## config.mk

```make
export PLATFORM = sky130hd
export DESIGN_NAME = serial_adder
export DESIGN_NICKNAME = d
export VERILOG_FILES = /design/src/rtl/serial_adder.sv
export SDC_FILE = /design/constraint.sdc
export NUM_CORES = 1
export LEC_CHECK = 0
export ABC_AREA = 1
export ABC_CLOCK_PERIOD_IN_PS = 1100
export CORE_ASPECT_RATIO = 0.75
export CORE_UTILIZATION = 40
export CTS_CLUSTER_SIZE = 10
export DETAILED_ROUTE_END_ITERATION = 16
export PLACE_DENSITY = 0.62
export SLEW_MARGIN = 20
export SYNTH_ARGS = -nofsm -noshare
export SYNTH_HDL_FRONTEND = slang
export SYNTH_SLANG_ARGS = --single-unit
```

## constraint.sdc

```tcl
create_clock -name clk -period 1.1 [get_ports clk]
set_input_delay 0.22 -clock clk [delete_from_list [all_inputs] [get_ports clk]]
set_output_delay 0.22 -clock clk [all_outputs]
set_load 0.05 [all_outputs]
```

## src/rtl/serial_adder.sv

```systemverilog
// serial_adder: digit-serial adder. Adds two WIDTH-bit operands plus carry-in,
// DIGIT bits per clock through one DIGIT-bit slice and a registered carry.
// Optional feature macro: SERIAL_ADDER_SUB_EN adds the 'sub' port (a - b).

// One DIGIT-bit ripple slice; exposes the carry into its top bit so the
// final digit can produce the signed-overflow flag.
module serial_adder_slice #(
  parameter int DIGIT = 1
) (
  input  logic [DIGIT-1:0] x,
  input  logic [DIGIT-1:0] y,
  input  logic             ci,
  output logic [DIGIT-1:0] s,
  output logic             co,
  output logic             cmsb
);
  logic [DIGIT:0] c;

  assign c[0] = ci;

  for (genvar i = 0; i < DIGIT; i++) begin : g_bit
    assign s[i]   = x[i] ^ y[i] ^ c[i];
    assign c[i+1] = (x[i] & y[i]) | (c[i] & (x[i] ^ y[i]));
  end

  assign co   = c[DIGIT];
  assign cmsb = c[DIGIT-1];
endmodule

module serial_adder #(
  parameter int WIDTH = 8,
  parameter int DIGIT = 1
) (
  input  logic             clk,
  input  logic             rst_n,
  input  logic             start,
  input  logic [WIDTH-1:0] a,
  input  logic [WIDTH-1:0] b,
  input  logic             cin,
`ifdef SERIAL_ADDER_SUB_EN
  input  logic             sub,
`endif
  output logic             busy,
  output logic             done,
  output logic [WIDTH-1:0] sum,
  output logic             cout,
  output logic             ovf
);
  localparam int N  = WIDTH / DIGIT;
  localparam int CW = (N > 1) ? $clog2(N) : 1;
  localparam logic [CW-1:0] LAST = CW'(N - 1);

  typedef enum logic [1:0] {IDLE, RUN, DONE} state_t;

  state_t           state, state_nx;
  logic [WIDTH-1:0] opa, opb, work, work_nx;
  logic [CW-1:0]    cnt;
  logic             cy;
  logic             accept, last;
  logic [WIDTH-1:0] b_ld;
  logic             c_ld;
  logic [DIGIT-1:0] dsum;
  logic             dco, dcm;

  assign accept = start & ((state == IDLE) | (state == DONE));
  assign last   = (state == RUN) & (cnt == LAST);

  // Operand B / initial carry as loaded; subtract inverts B and forces carry 1
`ifdef SERIAL_ADDER_SUB_EN
  assign b_ld = sub ? ~b : b;
  assign c_ld = sub ? 1'b1 : cin;
`else
  assign b_ld = b;
  assign c_ld = cin;
`endif

  serial_adder_slice #(.DIGIT(DIGIT)) u_slice (
    .x   (opa[DIGIT-1:0]),
    .y   (opb[DIGIT-1:0]),
    .ci  (cy),
    .s   (dsum),
    .co  (dco),
    .cmsb(dcm)
  );

  // Working register shifts right; the new digit enters from the MSB side
  always_comb begin
    work_nx = work >> DIGIT;
    work_nx[WIDTH-1 -: DIGIT] = dsum;
  end

  // State register
  always_ff @(posedge clk or negedge rst_n) begin
    if (!rst_n) state <= IDLE;
    else        state <= state_nx;
  end

  // Next-state logic; start is only honoured when ready (IDLE or DONE)
  always_comb begin
    state_nx = state;
    case (state)
      IDLE:    state_nx = start ? RUN : IDLE;
      RUN:     state_nx = last ? DONE : RUN;
      DONE:    state_nx = start ? RUN : IDLE;
      default: state_nx = IDLE;
    endcase
  end

  // Status outputs decoded from the state register
  always_comb begin
    busy = (state == RUN);
    done = (state == DONE);
  end

  // Datapath: capture on accept, one digit per RUN cycle, publish on the last
  always_ff @(posedge clk or negedge rst_n) begin
    if (!rst_n) begin
      opa  <= '0;
      opb  <= '0;
      work <= '0;
      cnt  <= '0;
      cy   <= 1'b0;
      sum  <= '0;
      cout <= 1'b0;
      ovf  <= 1'b0;
    end else if (accept) begin
      opa  <= a;
      opb  <= b_ld;
      work <= '0;
      cnt  <= '0;
      cy   <= c_ld;
    end else if (state == RUN) begin
      opa  <= opa >> DIGIT;
      opb  <= opb >> DIGIT;
      work <= work_nx;
      cnt  <= cnt + CW'(1);
      cy   <= dco;
      if (last) begin
        sum  <= work_nx;
        cout <= dco;
        ovf  <= dcm ^ dco;
      end
    end
  end
endmodule

```

# After elaboration in Yosys (flattened, before gate mapping)
# Index checks and enable logic that the tools add are counted.
[op_classes]
add_sub_neg = 1
eq_ne = 3
mux = 13
bitwise_logic = 10
n_reduce_logical = 4
[op_table]
columns = ["op", "count"]
rows = [
  ["8-bit two-way mux", 6],
  ["3-bit two-way mux", 2],
  ["1-bit bitwise AND", 4],
  ["2-bit case mux with 2 select lines", 1],
  ["3-bit by 1-bit adder with 3-bit output, second input constant", 1],
  ["3-bit == test, second input constant", 1],
  ["1-bit two-way mux", 3],
  ["3-bit AND reduction", 1],
  ["1-bit XOR", 3],
  ["2-bit by 1-bit == test with 1-bit output, second input constant", 1],
  ["2-bit == test, second input constant", 1],
  ["2-bit logical NOT", 1],
  ["2-bit two-way mux", 1],
  ["1-bit bitwise OR", 2],
  ["2-bit nonzero test", 1],
  ["2-bit OR reduction", 1],
  ["1-bit NOT", 1],
]
[totals]
regBits = 40
in_bits = 20
out_inout_bits = 12
elab_cells = 40

# Depth between registers and ports, before layout
[logic_depth]
depth_word = 5
ltp_mapped = 7
depth_no_buf = 6

# Modules after synthesis
# A second synthesis with hierarchy kept.
[unflattened]
cells_unflattened = 213
hier_area_um2 = 1808.0
[modules_own_cells]
columns = ["mod", "n_inst", "cells_per_inst", "area_per_inst_um2", "seq_area_each_um2"]
rows = [
  ["serial_adder", 1, 211, 1780.5, 975.9],
  ["serial_adder_slice", 1, 2, 27.5, 0.0],
]

# Worst setup path after synthesis
# OpenSTA, ideal clock, no wires.
[synth_timing]
path_kind = "register to output"
from = "register state[0]"
to = "output port done"
arrival_ns = 1.155
required_time_ns = 0.880
path_slack_ns = -0.275
stages_incl_launch_ff = 3
path_buffers = 1
path_cell_list = "dfrtp_1 -> buf_6 -> nor2_1"
[synth_between]
elab_chain_len = 1
[synth_rtl]
columns = ["item", "line", "text"]
rows = [
  ["from (decl)", "55", "state_t state, state_nx;"],
  ["from (signal assigned)", "95", "else state <= state_nx;"],
  ["2-bit == test", "112", "done = (state == DONE);"],
  ["to (decl)", "44", "output logic done,"],
]
# No other way between the ends.

# Final worst setup path
[layout_timing]
from = "register state[1]"
to = "output port busy"
[layout_between]
elab_chain_len = 1
[layout_rtl]
columns = ["item", "line", "text"]
rows = [
  ["2-bit by 1-bit == test with 1-bit output", "111", "busy = (state == RUN);"],
  ["to (decl)", "43", "output logic busy,"],
]
# No other way between the ends.

==> metrics.log <==
[metrics] worst voltage drop across the vdd grid: 1400 uV
[metrics] top cell types by occurrence after synthesis: nand2_1 (95), nand3_1 (42), dfrtp_1 (39)
[metrics] Routed Wire Length: 4490 um
[metrics] cell count after synthesis: 212
[metrics] Layout Cell Area excl Fill: approximately 2800 um^2
[metrics] ranking of synthesized cells by area: dfrtp_1 (54%), nand2_1 (20%), nand3_1 (12%)
[metrics] Leak: 1.40 nW
[metrics] vias in the first global route: 1,567
[metrics] remaining number of nets flagged by the antenna check after routing: 0
[metrics] CTS tree: done
[metrics] internal reg-to-reg setup slack: -210 ps
[metrics] largest fanout on the critical path: 2
[metrics] Final period util: 123%
[metrics] DRC violation total after the first TritonRoute iteration: 131
[metrics] setup slack at placement: -276 ps
[metrics] combined buffer and inverter count along the critical path: 2
[metrics] mean routed wirelength per cell: 13.7 um
[metrics] power density relative to cell area: 3070 nW/um^2
[metrics] post-detailed-route via-to-cell ratio: 4.91
[metrics] H-tree levels: 2
[metrics] area of the die: 4760 um^2
[metrics] Synth async-reset ratio: 100%
[metrics] synthesized area divided by synthesized cell count: 8.47 um^2
[metrics] EDFF count, synth: 0
[metrics] ports placed on the boundary: 32
[metrics] normalized max-slew margin: 72.5%
[metrics] post-route setup slack: -252 ps
[metrics] mux share of post-synthesis cell area: 0%
[metrics] cell type contributing the most total cell area after synthesis: dfrtp_1
[metrics] initial core utilization: a little over two fifths
[metrics] Post-Syn Area: 1800 um^2
[metrics] CTS root buf: clkbuf_8
[metrics] post-route DRC violation count: 0
[metrics] Post-Syn Nets: ~240
[metrics] number of warning messages in the yosys log: 0
[metrics] Std-Cell Rows: 20
[metrics] RSZ-0062 raised after global routing: true
[metrics] Maximum Capacitance Violations: 0
[metrics] Final Hold Fails: 0
[metrics] total count of max-transition violations in the final report: 0
[metrics] all-layer global routing usage: 19.6%
[metrics] clock tree buffer depth: 2
[metrics] area share of the largest cell type after synthesis: 54.4%
[metrics] Critical Setup Path Class: reg -> out
[metrics] main combinational cell family by area after synthesis: simple AND/OR/NAND/NOR gates
[metrics] Setup crit end kind: primary output
[metrics] adder-cell area share of the yosys netlist: under 10%
[metrics] slowest cell on the critical path: dfrtp_1
[metrics] Critical Path AT: 1130 ps
[metrics] share of the synthesized area in compound gates (AO/OA/AOI/OAI): 0.557%
[metrics] min-delay worst type: in -> async
[metrics] time the worst path needs with I/O delays and setup: 1350 ps
[metrics] total negative setup slack: -6280 ps
[metrics] highest attainable clock frequency: between 700 and 800 MHz
[metrics] max incr delay on CP: roughly 410 ps
[metrics] status: finished, violations left
[metrics] number of inserted filler cells in the final layout: 327
[metrics] worst-skew pair later-pin latency: 290 ps
[metrics] maximum number of pins on one net before global-route repair: 40
[metrics] non-filler instance count after layout: 327
[metrics] final weighted congestion of routability-driven global placement: around 0.74
[metrics] post-detailed-placement half-perimeter wirelength: 2380 um
[metrics] part of the Yosys area used for sequential elements: 54.4%
[metrics] failing checks: negative setup slack
[metrics] library cell with the highest instance count after synthesis: nand2_1
[metrics] chip height: 60.0 um
[metrics] data required time at the worst endpoint: 880 ps
[metrics] number of port buffers: 31
[metrics] transition time of the tightest slew-check pin: 412 ps
[metrics] count of TritonRoute iterations in the first routing pass: 4
[metrics] Setup Viol. Count Final: 38
[metrics] Final Skew: between 3 and 4 ps
[metrics] share of the synthesized netlist area taken by xor and xnor gates: 0%
[metrics] width of the die: between 70 and 80 um
[metrics] clock net sink count: 39
[metrics] Layout Area Growth over Synthesis: 55.5%
[metrics] CTS buffer count: 5
[metrics] CP delay by family, top: flip-flops
[metrics] first-pass GRT wire length: ~7000 um
[metrics] grt total ovfl: 0
[metrics] initial antenna violation count: 0
[metrics] share of layout cells above drive strength 1: ~29%
[metrics] number of register bits inferred by synthesis: 39
[metrics] simple logic cell fraction of the synthesized area: 35.3%
[metrics] Critical Path Source Type: register
[metrics] count of vias placed by the detailed router: about 1,600
[metrics] critical-path cell list: buf_6, nor2_4, buf_12
[metrics] core region area: 4180 um^2
[metrics] primary flip-flop cell chosen by synthesis mapping: dfrtp_1
[metrics] total placed instance area: approximately 2400 um^2
[metrics] clock-pin slew of the registers on the worst-case setup and hold paths: 70 ps
[metrics] DP Cell Count: 302
[metrics] antenna diode instance count: 0
[metrics] number of nets in the layout: 296
[metrics] synth unique cells: 16
-- registers in the layout (all words and copies together) (netlist names) --
signal  count
cnt         3
ovf         1
state       2
opa         8
sum         8
cout        1
cy          1
opb         8
work        7
-- through the flow --
stage               util (%)  total power (W)  hold WS [ps]
finish                  66.8          0.00857           427
global route            66.8          0.00915           465
CTS                     63.4          0.00804           434
detailed placement      56.5          0.00652           207
global placement        56.5          0.00645           207
floorplan                  -          0.00500         -75.6
-- layout by cell type (no fill, tap or decap), types with 4 or more instances in the layout --
master,Yosys,layout
nor2_4,2,5
dfrtp_1,39,38
clkbuf_8,0,5
nand3_1,42,40
nand2_8,0,4
nand2_1,95,85
clkdlybuf4s50_1,0,17
nand2_2,1,9
buf_6,4,8
buf_4,4,15
inv_1,9,8
buf_12,0,17
-- power breakdown --
| part | total (W) | leakage (nW) | switching (W) | internal [W] |
|---|---|---|---|---|
| Combinational | 0.00506 | 0.873 | 0.00256 | 0.00250 |
| Sequential | 0.00263 | 0.487 | 0.000515 | 0.00211 |
| Clock | 0.000888 | 0.0371 | 0.000466 | 0.000423 |
-- worst reg2reg max path: stages (launching register included) --
cell	delay, ps
dfrtp_1	410
buf_6	130
nor2_4	150
buf_4	140
buf_8	130
clkbuf_16	150
nand2_1	50
nand3_1	80
-- worst paths after layout --
kind,start,endpoint,cells after the start
worst max-delay path,state[1],busy,3
worst min-delay path,rst_n,opa[4],3
worst max register to register,state[1],cy,7
worst min register to register,work[1],sum[0],2
max in group asynchronous,rst_n,state[0],3
min in group clk,start,state[0],3
-- repair_timing --
| item | 4_1_cts | 5_1_grt |
|---|---|---|
| endpoints found under the setup margin | 41 | 41 |
| gates resized for setup | 19 | 25 |
| hold buffers | 1 | 0 |
| hold endpoints to repair | 39 | 0 |
| pin swaps | 6 | 14 |
| setup buffers | 11 | 5 |
| cloned | 2 | 3 |
-- area by class of cell --
type,instances,area (um^2),share of cell area (%)
multi-input cells,153,827,29.6
inverters,11,41.3,1.48
well taps,55,68.8,2.46
clock buffers,6,72.6,2.60
repair buffers,63,806,28.9
flip-flops and latches,39,977,35.0
-- kinds of logic after synthesis --
kind of cell | after synthesis
DFF | 39
and+or+nand+nor | 146
adders and majority gates | 3
AOI/OAI and AO/OA | 2
buffers and inverters | 22
-- layer usage --
metal  up-vias  wire (um)  global-route usage [%]
met5         -          0                       0
met4         0         44                    6.75
met3         5        161                    4.12
met2        37       2140                    32.3
met1       778       2140                    25.9
li1        786          -                       -
(Power assumes the default switching activity.)
